<file path="src/rtl/cpu_pkg.sv">
// Shared definitions for the 8-bit RISC CPU.
// Opcodes, fetch codes and controller state codes.
package cpu_pkg;

   localparam logic [2:0] NOP = 3'b000;
   localparam logic [2:0] LDO = 3'b001;
   localparam logic [2:0] LDA = 3'b010;
   localparam logic [2:0] STO = 3'b011;
   localparam logic [2:0] PRE = 3'b100;
   localparam logic [2:0] ADD = 3'b101;
   localparam logic [2:0] LDM = 3'b110;
   localparam logic [2:0] HLT = 3'b111;

   localparam logic [1:0] FETCH_NONE = 2'b00;
   localparam logic [1:0] FETCH_MEM  = 2'b01;
   localparam logic [1:0] FETCH_REG  = 2'b10;

   typedef enum logic [2:0] {
      S0 = 3'd0,
      S1 = 3'd1,
      S2 = 3'd2,
      S3 = 3'd3,
      S4 = 3'd4,
      S5 = 3'd5,
      S6 = 3'd6,
      S7 = 3'd7
   } ctrl_state_t;

   typedef enum logic {
      P_OP  = 1'b0,
      P_ARG = 1'b1
   } phase_t;

   function automatic logic is_long(input logic [2:0] op);
      return (op == LDO) || (op == LDA) || (op == STO);
   endfunction

endpackage

</file>
<file path="src/rtl/pc_counter.sv">
// Program counter with enable, hold and a one-cycle wrap pulse.
// The pulse is high in the cycle after the all-ones to zero roll.
module pc_counter #(
   parameter int ADDR_W   = 8,
   parameter int RESET_PC = 0
) (
   input  logic              clk,
   input  logic              rst,
   input  logic              en,
   input  logic              hold,
   output logic [ADDR_W-1:0] pc,
   output logic              wrap
);

   logic [ADDR_W-1:0] pc_d, pc_q;
   logic              wrap_d, wrap_q;
   logic              step;

   always_comb begin
      step   = en & ~hold;
      pc_d   = pc_q;
      wrap_d = 1'b0;
      if (step) begin
         pc_d   = pc_q + 1'b1;
         wrap_d = &pc_q;
      end
   end

   always_ff @(posedge clk) begin
      if (rst) begin
         pc_q   <= ADDR_W'(RESET_PC);
         wrap_q <= 1'b0;
      end else begin
         pc_q   <= pc_d;
         wrap_q <= wrap_d;
      end
   end

   assign pc   = pc_q;
   assign wrap = wrap_q;

endmodule

</file>
<file path="src/rtl/instr_fetch.sv">
// Fetch stage: PC plus a two-byte instruction register
// assembled from the 8-bit ROM bus.
module instr_fetch
   import cpu_pkg::*;
#(
   parameter int DATA_W     = 8,
   parameter int ADDR_W     = 8,
   parameter int REG_ADDR_W = 5,
   parameter int RESET_PC   = 0
) (
   input  logic                  clk,
   input  logic                  rst,
   input  logic [DATA_W-1:0]     rom_data,
   input  logic                  PC_en,
   input  logic [1:0]            fetch,
   input  logic                  rom_ena,
   input  logic                  rom_read,
   input  logic                  ad_sel,
   output logic [2:0]            ins,
   output logic [REG_ADDR_W-1:0] reg_addr,
   output logic [ADDR_W-1:0]     mem_addr,
   output logic [ADDR_W-1:0]     pc,
   output logic [ADDR_W-1:0]     addr_bus,
   output logic                  ir_valid,
   output logic                  halted,
   output logic                  pc_wrap
);

   phase_t            phase_d, phase_q;
   logic [DATA_W-1:0] byte0_d, byte0_q;
   logic [DATA_W-1:0] byte1_d, byte1_q;
   logic              ir_valid_d, ir_valid_q;
   logic              halted_d, halted_q;
   logic              capture;
   logic [2:0]        op_in;

   assign op_in   = rom_data[DATA_W-1 -: 3];
   assign capture = (fetch == FETCH_MEM) & rom_ena
                  & rom_read & ~halted_q;

   always_comb begin
      phase_d    = phase_q;
      byte0_d    = byte0_q;
      byte1_d    = byte1_q;
      ir_valid_d = ir_valid_q;
      halted_d   = halted_q;
      if (capture) begin
         unique case (phase_q)
            P_OP: begin
               byte0_d = rom_data;
               if (is_long(op_in)) begin
                  phase_d    = P_ARG;
                  ir_valid_d = 1'b0;
               end else begin
                  byte1_d    = '0;
                  ir_valid_d = 1'b1;
                  halted_d   = (op_in == HLT);
               end
            end
            P_ARG: begin
               byte1_d    = rom_data;
               ir_valid_d = 1'b1;
               phase_d    = P_OP;
            end
            default: phase_d = P_OP;
         endcase
      end
   end

   always_ff @(posedge clk) begin
      if (rst) begin
         phase_q    <= P_OP;
         byte0_q    <= '0;
         byte1_q    <= '0;
         ir_valid_q <= 1'b0;
         halted_q   <= 1'b0;
      end else begin
         phase_q    <= phase_d;
         byte0_q    <= byte0_d;
         byte1_q    <= byte1_d;
         ir_valid_q <= ir_valid_d;
         halted_q   <= halted_d;
      end
   end

   pc_counter #(
      .ADDR_W   (ADDR_W),
      .RESET_PC (RESET_PC)
   ) u_pc (
      .clk  (clk),
      .rst  (rst),
      .en   (PC_en),
      .hold (halted_q),
      .pc   (pc),
      .wrap (pc_wrap)
   );

   assign ins      = byte0_q[DATA_W-1 -: 3];
   assign reg_addr = byte0_q[REG_ADDR_W-1:0];
   assign mem_addr = ADDR_W'(byte1_q);
   assign ir_valid = ir_valid_q;
   assign halted   = halted_q;
   assign addr_bus = ad_sel ? mem_addr : pc;

endmodule

</file>
<file path="config.mk">
export PLATFORM = sky130hd
export DESIGN_NAME = instr_fetch
export DESIGN_NICKNAME = d
export VERILOG_FILES = /design/src/rtl/cpu_pkg.sv /design/src/rtl/pc_counter.sv /design/src/rtl/instr_fetch.sv
export SDC_FILE = /design/constraint.sdc
export NUM_CORES = 1
export LEC_CHECK = 0
export ABC_AREA = 1
export BUFFER_PORTS_ARGS = -buffer_cell sky130_fd_sc_hd__buf_2
export CAP_MARGIN = 20
export CORE_MARGIN = 3
export CORE_UTILIZATION = 42
export DETAILED_ROUTE_END_ITERATION = 16
export GPL_TIMING_DRIVEN = 0
export PLACE_DENSITY = 0.72
export SKIP_LAST_GASP = 1
export SLEW_MARGIN = 20
export SYNTH_ARGS = -nofsm -noshare
export SYNTH_HDL_FRONTEND = slang
export SYNTH_SLANG_ARGS = --single-unit
</file>
<file path="constraint.sdc">
create_clock -name clk -period 0.95 [get_ports clk]
set_input_delay 0.285 -clock clk [delete_from_list [all_inputs] [get_ports clk]]
set_output_delay 0.285 -clock clk [all_outputs]
set_load 0.005 [all_outputs]
</file>
== After elaboration in Yosys (flattened, before gate mapping) ==
Cells that the tools add are included.

* Bits in writable memories: 0
* Memories kept: 0
* Bits in latches: 0
* Output and inout port bits: 35
* Bits in registers: 28
* Input port bits: 16
* Bits in read-only memories: 0

* $mul: 0
* Div/mod/pow operators: 0
* Reduce and logical (&&, ||, !) cells: 7
* Add/sub/neg operators: 1
* Shift-type cells: 0
* Equality and inequality tests: 6
* Bitwise logic cells: 8
* Magnitude comparators: 0
* Multiplexer cells: 7

{| class="wikitable"
|+ Operators by type and width
! operator !! number
|-
| $mux W8 || 2
|-
| $pmux W8 S2 || 1
|-
| $add A8 B1 Y8 const B || 1
|-
| $reduce_and A8 Y1 || 1
|-
| $eq A3 B2 Y1 const B || 2
|-
| $and A1 B1 Y1 || 4
|-
| $not A1 Y1 || 4
|-
| $pmux W1 S2 || 2
|-
| $reduce_and A2 Y1 || 2
|-
| $eq A3 B1 Y1 const B || 1
|-
| $eq A3 B3 Y1 const B || 1
|-
| $reduce_and A3 Y1 || 1
|-
| $eq A2 B1 Y1 const B || 1
|-
| $logic_or A1 B1 Y1 || 2
|-
| $mux W1 || 2
|-
| $ne A2 B2 Y1 const B || 1
|-
| $reduce_or A2 Y1 || 1
|}

== Depth between registers and ports, before layout ==
* Depth in word-level cells: 5
* Mapped depth: 7

== Modules after synthesis ==
From an unflattened synthesis, not the netlist that was laid out.

* Cell total of the unflattened synthesis: 165
* Area, all modules: 1282.5 um2

{| class="wikitable"
|+ Modules (own cells, without submodules)
! module !! instances !! seq. area each (um2) !! cells each !! area each (um2)
|-
| instr_fetch || 1 || 380.4 || 109 || 865.8
|-
| pc_counter || 1 || 180.2 || 56 || 416.6
|}

== Least setup slack after synthesis ==
OpenSTA, ideal clock, no wires.

* Kind: reg-to-reg
* From: reg u_pc.pc_q[0] (netlist: u_pc.pc[0])
* To: reg u_pc.pc_q[6] (netlist: u_pc.pc[6])
* Path slack: -0.072 ns
* Cell stages (with the launch flop): 7
* Period minus slack after synthesis: 1.022 ns
* Buffers on the path: 0
* Required time: 0.835 ns
* Arrival time: 0.907 ns
* Path through: dfxtp_1 > ha_1 > nand2_1 > nor2_1 > nand3_1 > nand2_1 > nor2_1

* Word-level cells in the longest chain between the ends: 1

{| class="wikitable"
|+ RTL lines
! item !! line !! RTL
|-
| start, declared || pc_counter.sv:15 || <nowiki>logic [ADDR_W-1:0] pc_d, pc_q;</nowiki>
|-
| start signal, assigned || pc_counter.sv:31 || <nowiki>pc_q <= ADDR_W'(RESET_PC);</nowiki>
|-
| start signal, assigned || pc_counter.sv:34 || <nowiki>pc_q <= pc_d;</nowiki>
|-
| $add A8 B1 Y8 || pc_counter.sv:24 || <nowiki>pc_d = pc_q + 1'b1;</nowiki>
|}

Every way passes these cells.
A chain may end at the register's enable or synchronous reset.

== Worst setup path after layout ==
* From: reg u_pc.pc_q[4] (netlist: u_pc.pc[4])
* To: out addr_bus[4]

* Word-level cells in the longest chain between the ends: 1

{| class="wikitable"
|+ RTL lines
! item !! line !! RTL
|-
| $mux W8 || instr_fetch.sv:103 || <nowiki>assign addr_bus = ad_sel ? mem_addr : pc;</nowiki>
|-
| end, declared || instr_fetch.sv:23 || <nowiki>output logic [ADDR_W-1:0] addr_bus,</nowiki>
|}

Every way passes these cells.

==> metrics <==
via/cell ratio 5.75; clock skew 0.0216 ns; share of layout cells above drive strength 1 79.1%; cells after synthesis 170; vias in the first global route 1,434; Net Count, Synth 187; DRT Wirelength 5790 µm; clock buffer depth 2; Clock Latency Late Sink 0.37 ns; Die ar. 0.00365 mm²; die width 60.4 µm; Slew HR 51.6%; GP Congestion 0.904; hold-fix buffers at CTS 0; Total GRT Usage 25.7%; Syn Std Cell Area 0.00124 mm²; synthesized flop and latch total 28; site row count 19; core area 0.00278 mm²; fillcell total 119; RSZ-0062 raised after global routing yes; antenna cells 0; Worst-Margin Slew 0.726 ns; pins over their slew limit 0; critical path required time 0.66 ns; Port Buf Inserts 50; Final setup viols 63; Fmax 705 MHz; CTS HTree Levels 1; shortest period the worst path allows 1.42 ns; sequential share of the synthesized area 45.1%; outcome finished, violations left; P&R area growth vs syn 99.5%; IO Pins 51; Nets 276; TritonRoute pass-1 iters 4; Pleak 1.08 nW; worst-path fanout max 2; Hold Violations, Final 0; Worst setup SP type register; failing checks negative setup slack; final global-route overflow total 0; DP HPWL 2370 µm; Yosys warnings 0; Detail Route Antenna Nets 0; WL/cell 20.0 µm; Avg Cell Area, Syn 7.31 µm²; Finished Layout Cells 289; placed cells 251; initial antenna violation count 0; critical path capture point type output pin; Cell variety after synth 20; VDD IR max 1.53 mV; CTS tree built; largest net degree at the start of global routing 17; final core occ 89.1%; Final Worst Setup Slack -0.467 ns; Initial DRC Count 96; CTS Sinks 28; DRC errors left 0; Num CTS Buffers 3; max_cap viols 0; vias 1,663; clk slew on worst S/H paths 0.19 ns; crit share post-route 149%; Clock Tree Root clkbuf_4; CP Data Arrival Time 1.13 ns; PD cells 1010 mW/mm²; Worst Hold Class primary input to register; Starting Density 44.7%; Die Span Y 60.4 µm; global-route wire length before repair 6890 µm; crit path kind register to output pin
-- registers in the layout (all words and copies together), names as in the netlist --
| signal | count |
|---|---|
| mem_addr | 8 |
| u_pc.wrap | 1 |
| ir_valid | 1 |
| phase_q | 1 |
| u_pc.pc | 8 |
| byte0_q | 8 |
| halted | 1 |
-- layer usage --
metal	track usage, %	vias up	part of all wire [%]
met5	0	-	0
met4	10.8	0	5.7
met3	3.62	42	8.0
met2	45.1	107	50
met1	31.5	780	37
li1	-	734	-
-- cell families (layout without fill, tap and decap cells) --
group,Yosys count,after routing,share of synthesized area [%]
AOI/OAI and AO/OA,36,36,14.5
and+or+nand+nor,79,81,29.3
adders and majority gates,1,1,1.01
buffers and inverters,24,110,8.26
DFF,28,28,45.1
muxes,2,2,1.81
-- stage by stage --
step                worst slack, ns  TNS, ns  area, µm²  power, mW  hold slack (ns)
floorplan                   -0.0169  -0.0911       1270       1.36            0.354
global placement             -0.354    -7.45       1560       1.46            0.452
detailed placement           -0.345    -7.58       1560       1.46            0.452
CTS                          -0.399   -12.14       2160       2.38            0.115
global route                 -0.486   -17.62       2480       2.56           0.0810
finish                       -0.467   -15.94       2480       2.51           0.0860
-- critical path: stages (launching register included) --
cell,delay (ns)
dfxtp_2,0.37
mux2_4,0.28
buf_6,0.12
-- where the power goes --
group	switching [mW]	internal, mW
combinational	0.264	0.187
clock	0.425	0.428
sequential	0.0206	1.18
total	0.710	1.80
-- cells in the mapped netlist, drive strengths merged --
master / n / area (µm²)
mux2: 2 / 22.5
a21oi: 18 / 90.1
dfxtp: 28 / 561
o21ai: 18 / 90.1
inv: 19 / 71.3
clkbuf: 3 / 11.3
nand4: 1 / 6.26
nor2: 26 / 114
nand3: 14 / 80.1
buf: 2 / 20.0
nor3: 3 / 15.0
ha: 1 / 12.5
nand2: 35 / 149
-- worst paths after layout --
path | slack [ns] | end | cells past startpoint | from
worst max register to register | -0.36 | u_pc.wrap | 7 | u_pc.pc[0]
worst max-delay path | -0.47 | addr_bus[4] | 2 | u_pc.pc[4]
worst min register to register | 0.49 | byte0_q[6] | 2 | byte0_q[6]
worst min-delay path | 0.09 | mem_addr[0] | 2 | rst
-- cell usage in the layout (no fill, tap or decap), types with 2 or more instances in the layout --
master    instances
a21oi_2          15
nand3_4           4
o21ai_2          14
clkbuf_2          2
nand2_1          16
nand2_8           4
nand2_4          12
buf_6            28
inv_1             9
inv_2             5
nor2_1           18
buf_4            20
nor2_2            3
dfxtp_2          20
dfxtp_4           7
buf_2            35
clkbuf_4          3
nand3_2          10
nand2_2           5
nor2_4            4
a21oi_1           3
o21ai_1           3
inv_4             3
-- cell type report --
class                   instances  area, µm²  area share [%]
multi-input cells             120       1010            40.6
repair buffers                 84        661            26.7
flip-flops and latches         28        612            24.7
inverters                      19       95.1            3.84
well taps                      31       38.8            1.56
clock inverters                 1       30.0            1.21
clock buffers                   3       22.5           0.909
plain buffers                   3       13.8           0.555
-- repair_timing --
item / CTS / global route
buffers inserted: 21 / 13
resized for setup: 114 / 68
gates cloned: 2 / 1
pin swaps: 30 / 21
setup endpoints to repair: 61 / 63
(Power assumes the default switching activity.)
